[src/rtl/bin_to_bcd_seq.sv]
// bin_to_bcd_seq: sequential double-dabble (shift-and-add-3) binary to BCD converter.
// One input bit is consumed per clock, so a conversion takes BIN_W cycles.
// It uses a start/busy/done handshake and holds the last result on bcd_out.
module bin_to_bcd_seq #(
  parameter int unsigned BIN_W  = 8,
  parameter int unsigned DIGITS = 3
) (
  input  logic                  clk,
  input  logic                  rst,
  input  logic                  start,
  input  logic [BIN_W-1:0]      bin_in,
  output logic                  busy,
  output logic                  done,
  output logic [4*DIGITS-1:0]   bcd_out
);

  localparam int unsigned SCR_W = 4 * DIGITS;
  localparam int unsigned CNT_W = (BIN_W > 1) ? $clog2(BIN_W) : 1;
  localparam logic [CNT_W-1:0] LAST_ITER = CNT_W'(BIN_W - 1);

  // Decimal digit count of 2^bits-1: floor(bits*log10(2))+1, since 2^bits is never a power of ten.
  function automatic int unsigned dec_digits_needed(input int unsigned bits);
    longint unsigned scaled;
    scaled = 64'(bits) * 64'd30103;
    return 32'(scaled / 64'd100000) + 32'd1;
  endfunction

  localparam int unsigned DIGITS_MIN = dec_digits_needed(BIN_W);

  // Refuse to elaborate when the largest input cannot be represented in DIGITS digits.
  generate
    if (BIN_W < 1 || DIGITS < DIGITS_MIN) begin : g_param_err
      $error("bin_to_bcd_seq: DIGITS too small for BIN_W (need 10^DIGITS > 2^BIN_W-1)");
    end
  endgenerate

  typedef enum logic [0:0] {
    IDLE = 1'b0,
    CONV = 1'b1
  } state_e;

  state_e             state_q,   state_d;
  logic               busy_q,    busy_d;
  logic               done_q,    done_d;
  logic [SCR_W-1:0]   bcd_q,     bcd_d;
  logic [BIN_W-1:0]   shift_q,   shift_d;
  logic [SCR_W-1:0]   scratch_q, scratch_d;
  logic [CNT_W-1:0]   cnt_q,     cnt_d;

  logic [SCR_W-1:0]   scratch_adj;
  logic [SCR_W-1:0]   scratch_shl;

  // Add-3 correction: every scratch digit >= 5 is bumped so the following doubling carries correctly.
  always_comb begin
    scratch_adj = scratch_q;
    for (int k = 0; k < int'(DIGITS); k++) begin
      if (scratch_q[4*k +: 4] >= 4'd5) begin
        scratch_adj[4*k +: 4] = scratch_q[4*k +: 4] + 4'd3;
      end
    end
  end

  // Shift left by one: the binary MSB enters the units digit and the scratch MSB (always 0) drops off.
  assign scratch_shl = SCR_W'({scratch_adj, shift_q[BIN_W-1]});

  // Next-state and datapath control.
  always_comb begin
    state_d   = state_q;
    busy_d    = busy_q;
    done_d    = 1'b0;
    bcd_d     = bcd_q;
    shift_d   = shift_q;
    scratch_d = scratch_q;
    cnt_d     = cnt_q;
    unique case (state_q)
      IDLE: begin
        if (start) begin
          shift_d   = bin_in;
          scratch_d = '0;
          cnt_d     = '0;
          busy_d    = 1'b1;
          state_d   = CONV;
        end
      end
      CONV: begin
        scratch_d = scratch_shl;
        shift_d   = shift_q << 1;
        cnt_d     = cnt_q + CNT_W'(1);
        if (cnt_q == LAST_ITER) begin
          bcd_d   = scratch_shl;
          done_d  = 1'b1;
          busy_d  = 1'b0;
          state_d = IDLE;
        end
      end
      default: begin
        state_d = IDLE;
        busy_d  = 1'b0;
      end
    endcase
  end

  // State and datapath registers; synchronous reset aborts any conversion without a done pulse.
  always_ff @(posedge clk) begin
    if (rst) begin
      state_q   <= IDLE;
      busy_q    <= 1'b0;
      done_q    <= 1'b0;
      bcd_q     <= '0;
      shift_q   <= '0;
      scratch_q <= '0;
      cnt_q     <= '0;
    end else begin
      state_q   <= state_d;
      busy_q    <= busy_d;
      done_q    <= done_d;
      bcd_q     <= bcd_d;
      shift_q   <= shift_d;
      scratch_q <= scratch_d;
      cnt_q     <= cnt_d;
    end
  end

  assign busy    = busy_q;
  assign done    = done_q;
  assign bcd_out = bcd_q;

endmodule

[config.mk]
export PLATFORM = sky130hd
export DESIGN_NAME = bin_to_bcd_seq
export DESIGN_NICKNAME = d
export VERILOG_FILES = /design/src/rtl/bin_to_bcd_seq.sv
export SDC_FILE = /design/constraint.sdc
export NUM_CORES = 1
export LEC_CHECK = 0
export ABC_CLOCK_PERIOD_IN_PS = 1400
export CORE_MARGIN = 2
export CORE_UTILIZATION = 48
export DETAILED_ROUTE_END_ITERATION = 10
export PLACE_DENSITY = 0.78
export SYNTH_ARGS = -nofsm -noshare
export SYNTH_HDL_FRONTEND = slang
export SYNTH_SLANG_ARGS = --single-unit
[constraint.sdc]
create_clock -name clk -period 1.4 [get_ports clk]
set_input_delay 0.42 -clock clk [delete_from_list [all_inputs] [get_ports clk]]
set_output_delay 0.42 -clock clk [all_outputs]
set_load 0.02 [all_outputs]
---- After elaboration in Yosys (flattened, before gate mapping) ----
Index checks and enable logic that the tools add are counted.
cells by class
  $add $sub $neg .......................... 4
  $lt $le $gt $ge ......................... 3
  equality and inequality tests ........... 3
  multiplexer cells ....................... 16
  bitwise logic cells ..................... 1
  reduce and logical (&&, ||, !) cells .... 3
operators with widths
  cell                                                   count
  case mux 12 bit (2 select lines)                       1
  case mux 8 bit (2 select lines)                        1
  >= comparator 4 x 3 -> 1 bit, second input constant    3
  two-way mux 12 bit                                     1
  adder 4 x 2 -> 4 bit, second input constant            2
  two-way mux 4 bit                                      2
  two-way mux 8 bit                                      1
  two-way mux 3 bit                                      2
  case mux 3 bit (2 select lines)                        1
  two-way mux 1 bit                                      5
  case mux 1 bit (2 select lines)                        2
  AND reduction 2 bit                                    2
  adder 3 x 1 -> 3 bit, second input constant            1
  adder 3 x 2 -> 3 bit, second input constant            1
  equality test 3 bit, second input constant             1
  inequality test 2 x 1 -> 1 bit, second input constant  1
  inequality test 2 bit, second input constant           1
  OR reduction 2 bit                                     1
  inverter 1 bit                                         1
storage, ports and cells
  flip-flop bits (word level) ............. 38
  input bits .............................. 11
  output and inout bits ................... 14

---- Longest topological paths before layout ----
Gate-level depths: netlist of the first run.
  depth after elaboration ................. 3
  gate-level depth with buffers ........... 6
  gate-level depth less buffers ........... 6

---- Worst setup path after synthesis of the first run ----
No wires, ideal clock.
  path kind ............................... register to register
  start point ............................. register scratch_q[8]
  end point ............................... register scratch_q[10]
  arrival time ............................ 1.352 ns
  data required time ...................... 1.331 ns
  setup slack ............................. -0.021 ns
  stages on the path, launching flop included .. 7
  path buffers ............................ 0
  clock period less this slack ............ 1.421 ns
  cell sequence ........................... dfxtp_1 inv_1 ha_1 nand2b_1 a21oi_2 mux2_1 o21ai_1
between the ends
  cells in the longest elaborated chain, start to end .. 3
  elaborated cells on any way between the ends .. 4
  classes of those cells .................. add/sub: 1; order compare: 1; mux: 2
RTL lines
  item                                                                  RTL line  text
  start, declared                                                       47        logic [SCR_W-1:0] scratch_q, scratch_d;
  start signal, assigned                                                119       scratch_q <= scratch_d;
  >= comparator 4 x 3 -> 1 bit or adder 3 x 2 -> 3 bit (tied branches)  57, 58
  two-way mux 3 bit *                                                   57        if (scratch_q[4*k +: 4] >= 4'd5) begin
  case mux 12 bit (2 select lines) *                                    75        unique case (state_q)
Mark *: on every way between the ends. The rest lies on a longest branch, timed or not.
A chain may end at the register's enable or synchronous reset.

---- Worst setup path after layout of the first run ----
  start point ............................. register busy_q, in the netlist busy
  end point ............................... output busy
RTL lines
  item                    RTL line  text
  start, declared         43        logic busy_q, busy_d;
  start signal, assigned  115       busy_q <= busy_d;
  end, declared           12        output logic busy,
No word-level cell between the ends.

==> metrics.md, run 1 <==
| Metric | Value |
|---|---|
| HP Class | `flop to flop` |
| Die ar. | `0.004082 mm²` |
| Critical path peak fanout | `2` |
| Reg2reg setup slack | `0.06 ns` |
| CTS root buf | `clkbuf_4` |
| Syn Area/Cell | `8.874 µm²` |
| Syn nets | `213` |
| # rows | `21` |
| Clk_skew | `0.007306 ns` |
| Register Area | `769.5 µm²` |
| Worst setup margin | `0.03526 ns` |
| Final setup violating endpoints | `0` |
| CP Capture Type | `output port` |
| GR Overflow Total | `0` |
| Sequential fraction of the synthesis area | `0.4419` |
| DIE HEIGHT | `63.89 µm` |
| DP HPWL | `2392 µm` |
| Max_slew headroom | `0.7518` |
| Multi-input gate area | `970.9 µm²` |
| Reg2reg path depth | `6` |
| Critical path's slowest cell | `dfxtp_1` |
| FF-to-FF End | `scratch_q[10]` |
| CTS Buf Count | `5` |
| Worst Path Buf+Inv | `1` |
| Final worst hold slack | `0.4510 ns` |
| DR DRC count | `0` |
| Req. time, crit path | `0.98 ns` |
| Via density | `5.102` |
| Dpl ws | `-0.3485 ns` |
| Vias in the first global route | `1,370` |
| Max IR drop VDD | `0.5056 mV` |
| RSZ-0062 raised after global routing | `yes` |
| Largest net degree at the start of global routing | `18` |
| Post-Syn Area | `0.001722 mm²` |
| CP startpoint | `busy` |
| Number of synthesized flops with an enable pin | `0` |
| Via count | `1,449` |
| Fin. max-slew vios | `0` |
| Post-CTS setup buffers | `0` |
| DR pass1 iterations | `4` |
| Initial antenna violation count | `0` |
| Async SR Flop Fraction | `0` |
| FF+latch count, synth | `38` |
| CTS max path bufs | `2` |
| Most frequent cells after synthesis | `dfxtp_1, nor2_1, a21oi_1, o21ai_1, nand2_1` |
| Num Clock Sinks | `38` |
| Peak Freq | `732.7 MHz` |
| Top-Level Pins | `25` |
| Max_cap viols | `0` |
| Initial core utilization | `0.5079` |
| H-tree depth | `2` |
| CP Cell Sequence | `clkdlybuf4s15_2` |
| GP Congestion | `0.7813` |
| Cell count after placement | `277` |
| CP endpoint | `busy` |
| Yosys Warn Count | `0` |
| Crit start category | `flop` |
| Fill cell count | `274` |
| CTS tree | `yes` |
| WL/cell | `12.04 µm` |
| Worst R2R Start | `scratch_q[8]` |
| Final worst-path cycle share | `0.9748` |
| First-pass GRT wire length | `5754 µm` |
| Fin nets | `257` |
| Port buffer count | `24` |
| Crit. path cell count | `1` |
| Max stage delay on crit path | `0.35 ns` |
| Core ar. | `0.003390 mm²` |
| Drt total wl | `3420 µm` |
| Post-synth cell types | `33` |
| Synthesized instance count | `194` |
| Top-area cell type share of the netlist area | `0.4419` |
| Clk_lat worst skew | `0.34 ns` |
| Status | `finished, final reports clean` |
| Die W | `63.89 µm` |
| GRT Util Overall | `0.1785` |
| Pwr Density | `806.6 mW/mm²` |
| Delay-heaviest family, CP | `flip-flops` |
| Reg clk slew, reported paths | `0.10 ns` |
| Ant. Diodes | `0` |
| Share of cells above drive strength 1 | `0.3151` |
| Arrival time worst endpoint | `0.94 ns` |
| Leak | `0.9286 nW` |
| Leading area contributor after synthesis | `dfxtp_1` |
| Top cells by area, synth | `dfxtp_1, ha_1, mux2i_1` |
| Kind of critical path | `flop to output port` |
| Final worst path period need | `1.365 ns` |
| Post-Layout Cell Count | `284` |
| Least-Margin Pin Slew | `0.3715 ns` |
| Count leader, synth | `dfxtp_1` |
| Final hold violations | `0` |
| Post-route ant nets | `0` |
| P&R area growth vs syn | `32.49%` |
| Main synth FF type | `dfxtp_1` |
| Detailed Route Iter0 Violations | `52` |
## state kept, by name, indices dropped and copies added, names as in the netlist
register	cells
bcd_out	12
scratch_q	12
shift_q	8
cnt_q	3
busy	1
done	1
state_q	1
## layer usage
| metal | global-route usage | routed length (µm) | vias up |
|---|---|---|---|
| li1 | - | - | 756 |
| met1 | 0.2219 | 1631 | 659 |
| met2 | 0.2969 | 1606 | 27 |
| met3 | 0.03697 | 139 | 7 |
| met4 | 0.07880 | 42 | 0 |
| met5 | 0 | 0 | - |
## final cells by class
type | count | area share
timing repair buffer | 49 | 0.1805
sequential | 38 | 0.3374
inverter | 7 | 0.01152
multi-input combinational | 137 | 0.4257
clock buffer | 7 | 0.01975
tap | 46 | 0.02523
## report_power, final
group | total, mW | switching, mW | leakage (nW) | internal [mW]
clock | 0.532 | 0.342 | 0.0254 | 0.190
sequential | 1.12 | 0.0161 | 0.311 | 1.10
combinational | 0.189 | 0.0899 | 0.592 | 0.0987
## cell usage in the layout, fill, tap and decap left out, drive strengths merged, types with 2 or more instances in the layout
cell	count
dfxtp	38
buf	32
nor2	21
a21oi	21
o21ai	21
nand2	13
nor3b	11
mux2i	10
clkdlybuf4s50	9
clkbuf	9
ha	8
inv	7
nand3b	6
clkdlybuf4s15	5
nand2b	4
nand3	3
xnor2	3
a21o	2
mux2	2
nor3	2
nor2b	2
a22o	2
## through the flow
stage               power (mW)  area, µm²  utilization  setup TNS (ns)
floorplan                1.246       1724            -               0
global placement         1.322       2163       0.6382          -8.192
detailed placement       1.326       2163       0.6382          -8.765
CTS                      1.842       2236       0.6597               0
global route             1.920       2281       0.6729        -0.05289
finish                   1.840       2281       0.6729               0
## cells by family after synthesis
kind of cell | synth area share
flip-flops | 0.4419
buffers and inverters | 0.04942
adder cells (fa/ha/maj) | 0.05814
AND/OR/NAND/NOR | 0.1955
AO/OA/AOI/OAI | 0.1664
XOR/XNOR | 0.01526
multiplexers | 0.07340
## worst min path at each step
stage                      startpoint          end  slack [ns]  cells past startpoint
after global placement     bcd_out[4]   bcd_out[4]        0.44                      2
final                     bcd_out[11]  bcd_out[11]        0.45                      2
after floorplan            shift_q[0]   shift_q[1]        0.45                      2
after CTS                  bcd_out[1]   bcd_out[1]        0.46                      2
after detailed placement   bcd_out[4]   bcd_out[4]        0.44                      2
after global routing       bcd_out[2]   bcd_out[2]        0.48                      2
## what timing repair did
action | CTS | global route
hold buffers | 0 | 0
gates cloned | 0 | 0
endpoints found under the setup margin | 30 | 27
pin swaps | 2 | 5
gates resized for setup | 47 | 34
Power figures use the tool's default switching activity.
==> run 2: changes to the inputs <==
--- a/constraint.sdc
+++ b/constraint.sdc
@@ -3,2 +3,2 @@
 set_output_delay 0.42 -clock clk [all_outputs]
-set_load 0.02 [all_outputs]
+set_load 0.05 [all_outputs]
==> metrics.md, run 2 (same netlist as run 1, synthesis figures left out) <==
| Metric | Value |
|---|---|
| DR pass1 iterations | `4 (unchanged)` |
| Post-route cell area | `0.002504 mm² (+9.8%)` |
| P&R area growth vs syn | `45.42%` |
| Crit start category | `flop` |
| Die W | `63.89 µm (unchanged)` |
| Peak Freq | `721.8 MHz (-1.5%)` |
| Worst hold stages | `2 (unchanged)` |
| Worst R2R Start | `scratch_q[1]` |
| WL/cell | `12.85 µm (+6.7%)` |
| FF-to-FF End | `scratch_q[2]` |
| Register Area | `777.0 µm² (+0.98%)` |
| Via count | `1,496 (+3.2%)` |
| Die ar. | `0.004082 mm² (unchanged)` |
| GR Overflow Total | `0 (unchanged)` |
| Top-Level Pins | `25 (unchanged)` |
| DR DRC count | `0 (unchanged)` |
| Ant. Diodes | `0 (unchanged)` |
| Final worst-path cycle share | `0.9895 (+0.01473)` |
| Share of cells above drive strength 1 | `0.3402 (+0.02512)` |
| Critical path peak fanout | `3 (+1)` |
| Max IR drop VDD | `0.6527 mV (+29%)` |
| Port buffer count | `24 (unchanged)` |
| RSZ-0062 raised after global routing | `yes` |
| Fin nets | `259 (+0.78%)` |
| # rows | `21 (unchanged)` |
| Reg2reg setup slack | `0.01 ns (-0.05 ns)` |
| GP Congestion | `0.7591 (-2.8%)` |
| Final worst path period need | `1.385 ns (+0.02062 ns)` |
| CTS Buf Count | `5 (unchanged)` |
| Reg2reg path depth | `6 (unchanged)` |
| Via density | `5.213 (+2.2%)` |
| Max_slew headroom | `0.7922 (+0.04040)` |
| Clk_skew | `0.009017 ns (+0.001711 ns)` |
| Vias in the first global route | `1,423 (+3.9%)` |
| Leak | `0.9892 nW (+6.5%)` |
| DP HPWL | `2538 µm (+6.1%)` |
| Fin. max-slew vios | `0 (unchanged)` |
| Sum Neg Setup Slack | `0 ns (unchanged)` |
| Detailed Route Iter0 Violations | `28 (-46%)` |
| CTS root buf | `clkbuf_4` |
| Post-route ant nets | `0 (unchanged)` |
| Status | `finished, final reports clean` |
| Clk_lat worst skew | `0.35 ns (about the same)` |
| Largest net degree at the start of global routing | `18 (unchanged)` |
| Fill cell count | `240 (-12%)` |
| H-tree depth | `2 (unchanged)` |
| CTS max path bufs | `2 (unchanged)` |
| Final hold violations | `0 (unchanged)` |
| Max_cap viols | `0 (unchanged)` |
| Req. time, crit path | `1.70 ns (+0.72 ns)` |
| Arrival time worst endpoint | `1.68 ns (+0.74 ns)` |
| DIE HEIGHT | `63.89 µm (unchanged)` |
| Initial core utilization | `0.5079 (unchanged)` |
| Multi-input gate area | `974.7 µm² (+0.39%)` |
| Num Clock Sinks | `38 (unchanged)` |
| Reg clk slew, reported paths | `0.12 ns (+0.02 ns)` |
| Final setup violating endpoints | `0 (unchanged)` |
| CP Capture Type | `flop` |
| Min-Delay Endpoint | `scratch_q[7]` |
| DP Area | `0.002296 mm² (+6.1%)` |
| Least-Margin Pin Slew | `0.3113 ns (-0.06020 ns)` |
| Initial antenna violation count | `0 (unchanged)` |
| Core ar. | `0.003390 mm² (unchanged)` |
| Most frequent cells in the layout | `dfxtp_1, buf_4, nor2_1, a21oi_1, o21ai_1` |
| CTS tree | `yes` |
| First-pass GRT wire length | `6313 µm (+9.7%)` |
| HP Start | `rst` |
| Commonest non-fill, non-tap cell in the layout | `dfxtp_1` |
| Pwr Density | `777.5 mW/mm² (-3.6%)` |
| Drt total wl | `3687 µm (+7.8%)` |
| GRT Util Overall | `0.1972 (+0.01878)` |
| Kind of critical path | `flop to flop` |
| HP Class | `input pin to flop` |
## run 2: changes by cell type in the layout (fill, tap and decap cells not counted), moves of 2 or more
cell / change
buf_12: +14
buf_2: -7
buf_4: +3
clkbuf_1: -2
clkbuf_2: -2
clkdlybuf4s15_2: -5
dfxtp_1: -4
dfxtp_2: +3
ha_4: +2
o21ai_1: +3
o21ai_2: -3
## run 2: where the power goes
group	total [mW]	internal, mW	switching [mW]
Clock	0.622	0.242	0.380
Combinational	0.204	0.108	0.0955
Sequential	1.12	1.10	0.0194
Total	1.95	1.45	0.495
## run 2: through the flow
stage | utilization | setup WS, ns | total power, mW | hold WS [ns] | cells
finish | 0.7386 | 0.01464 | 1.947 | 0.4348 | 287
global placement | 0.6774 | -0.3368 | 1.333 | 0.4679 | 276
global route | 0.7386 | -0.02191 | 2.037 | 0.4359 | 287
CTS | 0.7062 | 0.01071 | 1.954 | 0.4932 | 284
floorplan | - | 0.005060 | 1.252 | 0.4537 | 194
detailed placement | 0.6774 | -0.3676 | 1.338 | 0.4726 | 276
## run 2: final cells by class
class,count,area share
clock buffers,6,0.02049
multi-input cells,137,0.3893
well taps,46,0.02299
flip-flops and latches,38,0.3103
repair buffers,51,0.2404
inverters,7,0.01149
clock inverters,2,0.004998
## run 2: metal layers
metal,vias up,wire length (µm),global-route usage
li1,764,-,-
met1,695,1615,0.2364
met2,26,1839,0.3294
met3,11,115,0.04577
met4,0,116,0.09783
met5,-,0,0
## run 2: worst max path at each step
stage	startpoint	cells after the start	slack, ns	endpoint
global route	scratch_q[1]	6	-0.02	bcd_out[2]
global placement	rst	3	-0.34	bcd_out[6]
floorplan	scratch_q[8]	6	0.005	scratch_q[10]
detailed placement	rst	3	-0.37	bcd_out[6]
CTS	scratch_q[1]	6	0.01	scratch_q[2]
finish	scratch_q[1]	6	0.01	scratch_q[2]
## run 2: critical path, stage by stage (launching register included)
cell and delay (ns):
dfxtp_2 0.37, inv_4 0.05, ha_4 0.15, nand2b_4 0.14
a21o_1 0.19, mux2_4 0.32, o21ai_2 0.11
## run 2: repair_timing
item                       4_1_cts  5_1_grt
pin swaps                        2        5
setup buffers                    0        3
hold buffers                     0        0
setup endpoints to repair       16       23
gates resized for setup         11       25
==> run 3: changes to the inputs <==
SETUP_SLACK_MARGIN = 0.4   (was default)
==> metrics.md, run 3 (same netlist as run 1, synthesis figures left out) <==
| Metric | Value |
|---|---|
| Status | `finished with violations` |
| Failing checks | `negative setup slack` |
| GRT Util Overall | `0.2655 (+0.06828)` |
| Detailed Route Iter0 Violations | `113 (+300%)` |
| CP Capture Type | `flop` |
| DIE HEIGHT | `63.89 µm (unchanged)` |
| Critical path peak fanout | `3 (unchanged)` |
| Crit start category | `flop` |
| Die W | `63.89 µm (unchanged)` |
| Max_cap viols | `0 (unchanged)` |
| Max IR drop VDD | `0.6528 mV (about the same)` |
| Top-Level Pins | `25 (unchanged)` |
| Least-Margin Pin Slew | `0.4219 ns (+0.1106 ns)` |
| Post-route ant nets | `0 (unchanged)` |
| Die ar. | `0.004082 mm² (unchanged)` |
| FF-to-FF End | `scratch_q[10]` |
| CTS Hold Bufs | `0 (unchanged)` |
| Share of cells above drive strength 1 | `0.5647 (+0.2245)` |
| Req. time, crit path | `1.68 ns (-0.02 ns)` |
| GR Overflow Total | `0 (unchanged)` |
| Fin. max-slew vios | `0 (unchanged)` |
| Port buffer count | `24 (unchanged)` |
| Via density | `5.635 (+8.1%)` |
| Vias in the first global route | `1,701 (+20%)` |
| Core ar. | `0.003390 mm² (unchanged)` |
| Via count | `1,696 (+13%)` |
| Pwr Density | `713.1 mW/mm² (-8.3%)` |
| Max layer used | `met4` |
| Worst R2R Start | `scratch_q[8]` |
| Clk_lat worst skew | `0.35 ns (about the same)` |
| DR pass1 iterations | `4 (unchanged)` |
| WL/cell | `18.91 µm (+47%)` |
| HP Class | `input pin to flop` |
| Final worst hold slack | `0.4386 ns (+0.003877 ns)` |
| Worst setup margin | `-0.02002 ns (-0.03466 ns)` |
| Reg2reg setup slack | `-0.02 ns (-0.03 ns)` |
| DRT met1 WL | `2276 µm (+41%)` |
| First-pass GRT wire length | `8280 µm (+31%)` |
| Final hold violations | `0 (unchanged)` |
| Initial antenna violation count | `0 (unchanged)` |
| Ant. Diodes | `0 (unchanged)` |
| Sum Neg Setup Slack | `-0.02541 ns (-0.02541 ns)` |
| P&R area growth vs syn | `72.02%` |
| Fin nets | `273 (+5.4%)` |
| Peak Freq | `704.2 MHz (-2.4%)` |
| GP Congestion | `0.8451 (+11%)` |
| Max_slew headroom | `0.7183 (-0.07383)` |
| CTS tree | `yes` |
| DR DRC count | `0 (unchanged)` |
| Worst hold stages | `3 (+1)` |
| H-tree depth | `2 (unchanged)` |
| Reg2reg path depth | `5 (-1)` |
| Reg clk slew, reported paths | `0.13 ns (about the same)` |
| CTS Buf Count | `5 (unchanged)` |
| Fill cell count | `147 (-39%)` |
| Commonest non-fill, non-tap cell in the layout | `buf_4` |
| Arrival time worst endpoint | `1.70 ns (+0.02 ns)` |
| CP Cell Sequence | `ha_4 > nand2b_4 > a21oi_4 > mux2_4 > o21ai_1` |
| Largest net degree at the start of global routing | `28 (+10)` |
| Crit. path cell count | `5 (-1)` |
| Clk_skew | `0.01918 ns (+0.01016 ns)` |
| Drt total wl | `5692 µm (+54%)` |
| DP HPWL | `3108 µm (+22%)` |
| Critical path's slowest cell | `dfxtp_4` |
| Final worst path period need | `1.420 ns (+0.03466 ns)` |
| Initial core utilization | `0.5079 (unchanged)` |
| Kind of critical path | `flop to flop` |
| Final setup violating endpoints | `2 (+2)` |
| CTS max path bufs | `2 (unchanged)` |
| RSZ-0062 raised after global routing | `yes` |
| Num Clock Sinks | `38 (unchanged)` |
| Delay-heaviest family, CP | `flip-flops` |
| Met3 Wirelength | `228 µm (+98%)` |
| Dpl ws | `-0.3542 ns (+0.01340 ns)` |
| Min-Delay Endpoint | `scratch_q[9]` |
| CTS root buf | `clkbuf_4` |
| Final worst-path cycle share | `1.014 (+0.02476)` |
| Total power draw | `2.112 mW (+8.5%)` |
| Max stage delay on crit path | `0.40 ns (+0.03 ns)` |
| HP Start | `start` |
| Met2 WL | `3005 µm (+63%)` |
| Leak | `1.174 nW (+19%)` |
| Worst Path Buf+Inv | `0 (-1)` |
| # rows | `21 (unchanged)` |
| Most frequent cells in the layout | `buf_4, nor2_1, buf_12, dfxtp_2` |
==> run 3: timing repair <==
item	4_1_cts	5_1_grt
setup endpoints to repair	52	50
buffers inserted	14	7
cloned	1	1
resized for setup	40	34
endpoints found under the hold margin	0	0
pin swaps	15	19
==> run 3: worst max path at each step <==
| stage | from | to | slack [ns] |
|---|---|---|---|
| floorplan | scratch_q[1] | scratch_q[2] | 0.1 |
| CTS | scratch_q[1] | bcd_out[2] | 0.02 |
| global route | cnt_q[1] | state_q | -0.06 |
| detailed placement | rst | scratch_q[5] | -0.35 |
| global placement | rst | bcd_out[5] | -0.27 |
| finish | scratch_q[8] | scratch_q[10] | -0.02 |
==> run 3: area by class of cell <==
cell class	instances	area [µm²]	area share
Multi-Input combinational cell	137	1210	0.4085
Sequential cell	38	813.3	0.2746
Timing Repair Buffer	65	762.0	0.2573
Tap cell	46	57.56	0.01943
Inverter	7	41.29	0.01394
Clock inverter	3	40.04	0.01352
Clock buffer	5	37.54	0.01267
==> run 3: layer usage <==
| layer | track usage | vias to the layer above |
|---|---|---|
| met1 | 0.2895 | 834 |
| met4 | 0.1033 | 0 |
| met5 | 0 | - |
| met3 | 0.04401 | 17 |
| met2 | 0.5039 | 55 |
| li1 | - | 790 |
==> run 3: worst register-to-register path: cells and delay by family (launching register included) <==
kind | cells | cell delay (ns)
compound gates | 2 | 0.32
fa+ha+maj | 1 | 0.15
flops | 1 | 0.40
mux | 1 | 0.34
simple gates | 1 | 0.14
==> run 3: power breakdown <==
| part | switching, mW | internal (mW) | leakage [nW] |
|---|---|---|---|
| registers | 0.0198 | 1.09 | 0.322 |
| clock network | 0.377 | 0.370 | 0.0450 |
| logic | 0.124 | 0.133 | 0.806 |
| total | 0.521 | 1.59 | 1.17 |
==> run 3: through the flow <==
step | std cells | utilization | cell area, µm²
6_report | 301 | 0.8738 | 2962
5_1_grt | 301 | 0.8738 | 2962
4_1_cts | 293 | 0.8176 | 2771
3_5_place_dp | 270 | 0.7213 | 2445
3_3_place_gp | 270 | 0.7213 | 2445
2_1_floorplan | 194 | - | 1949
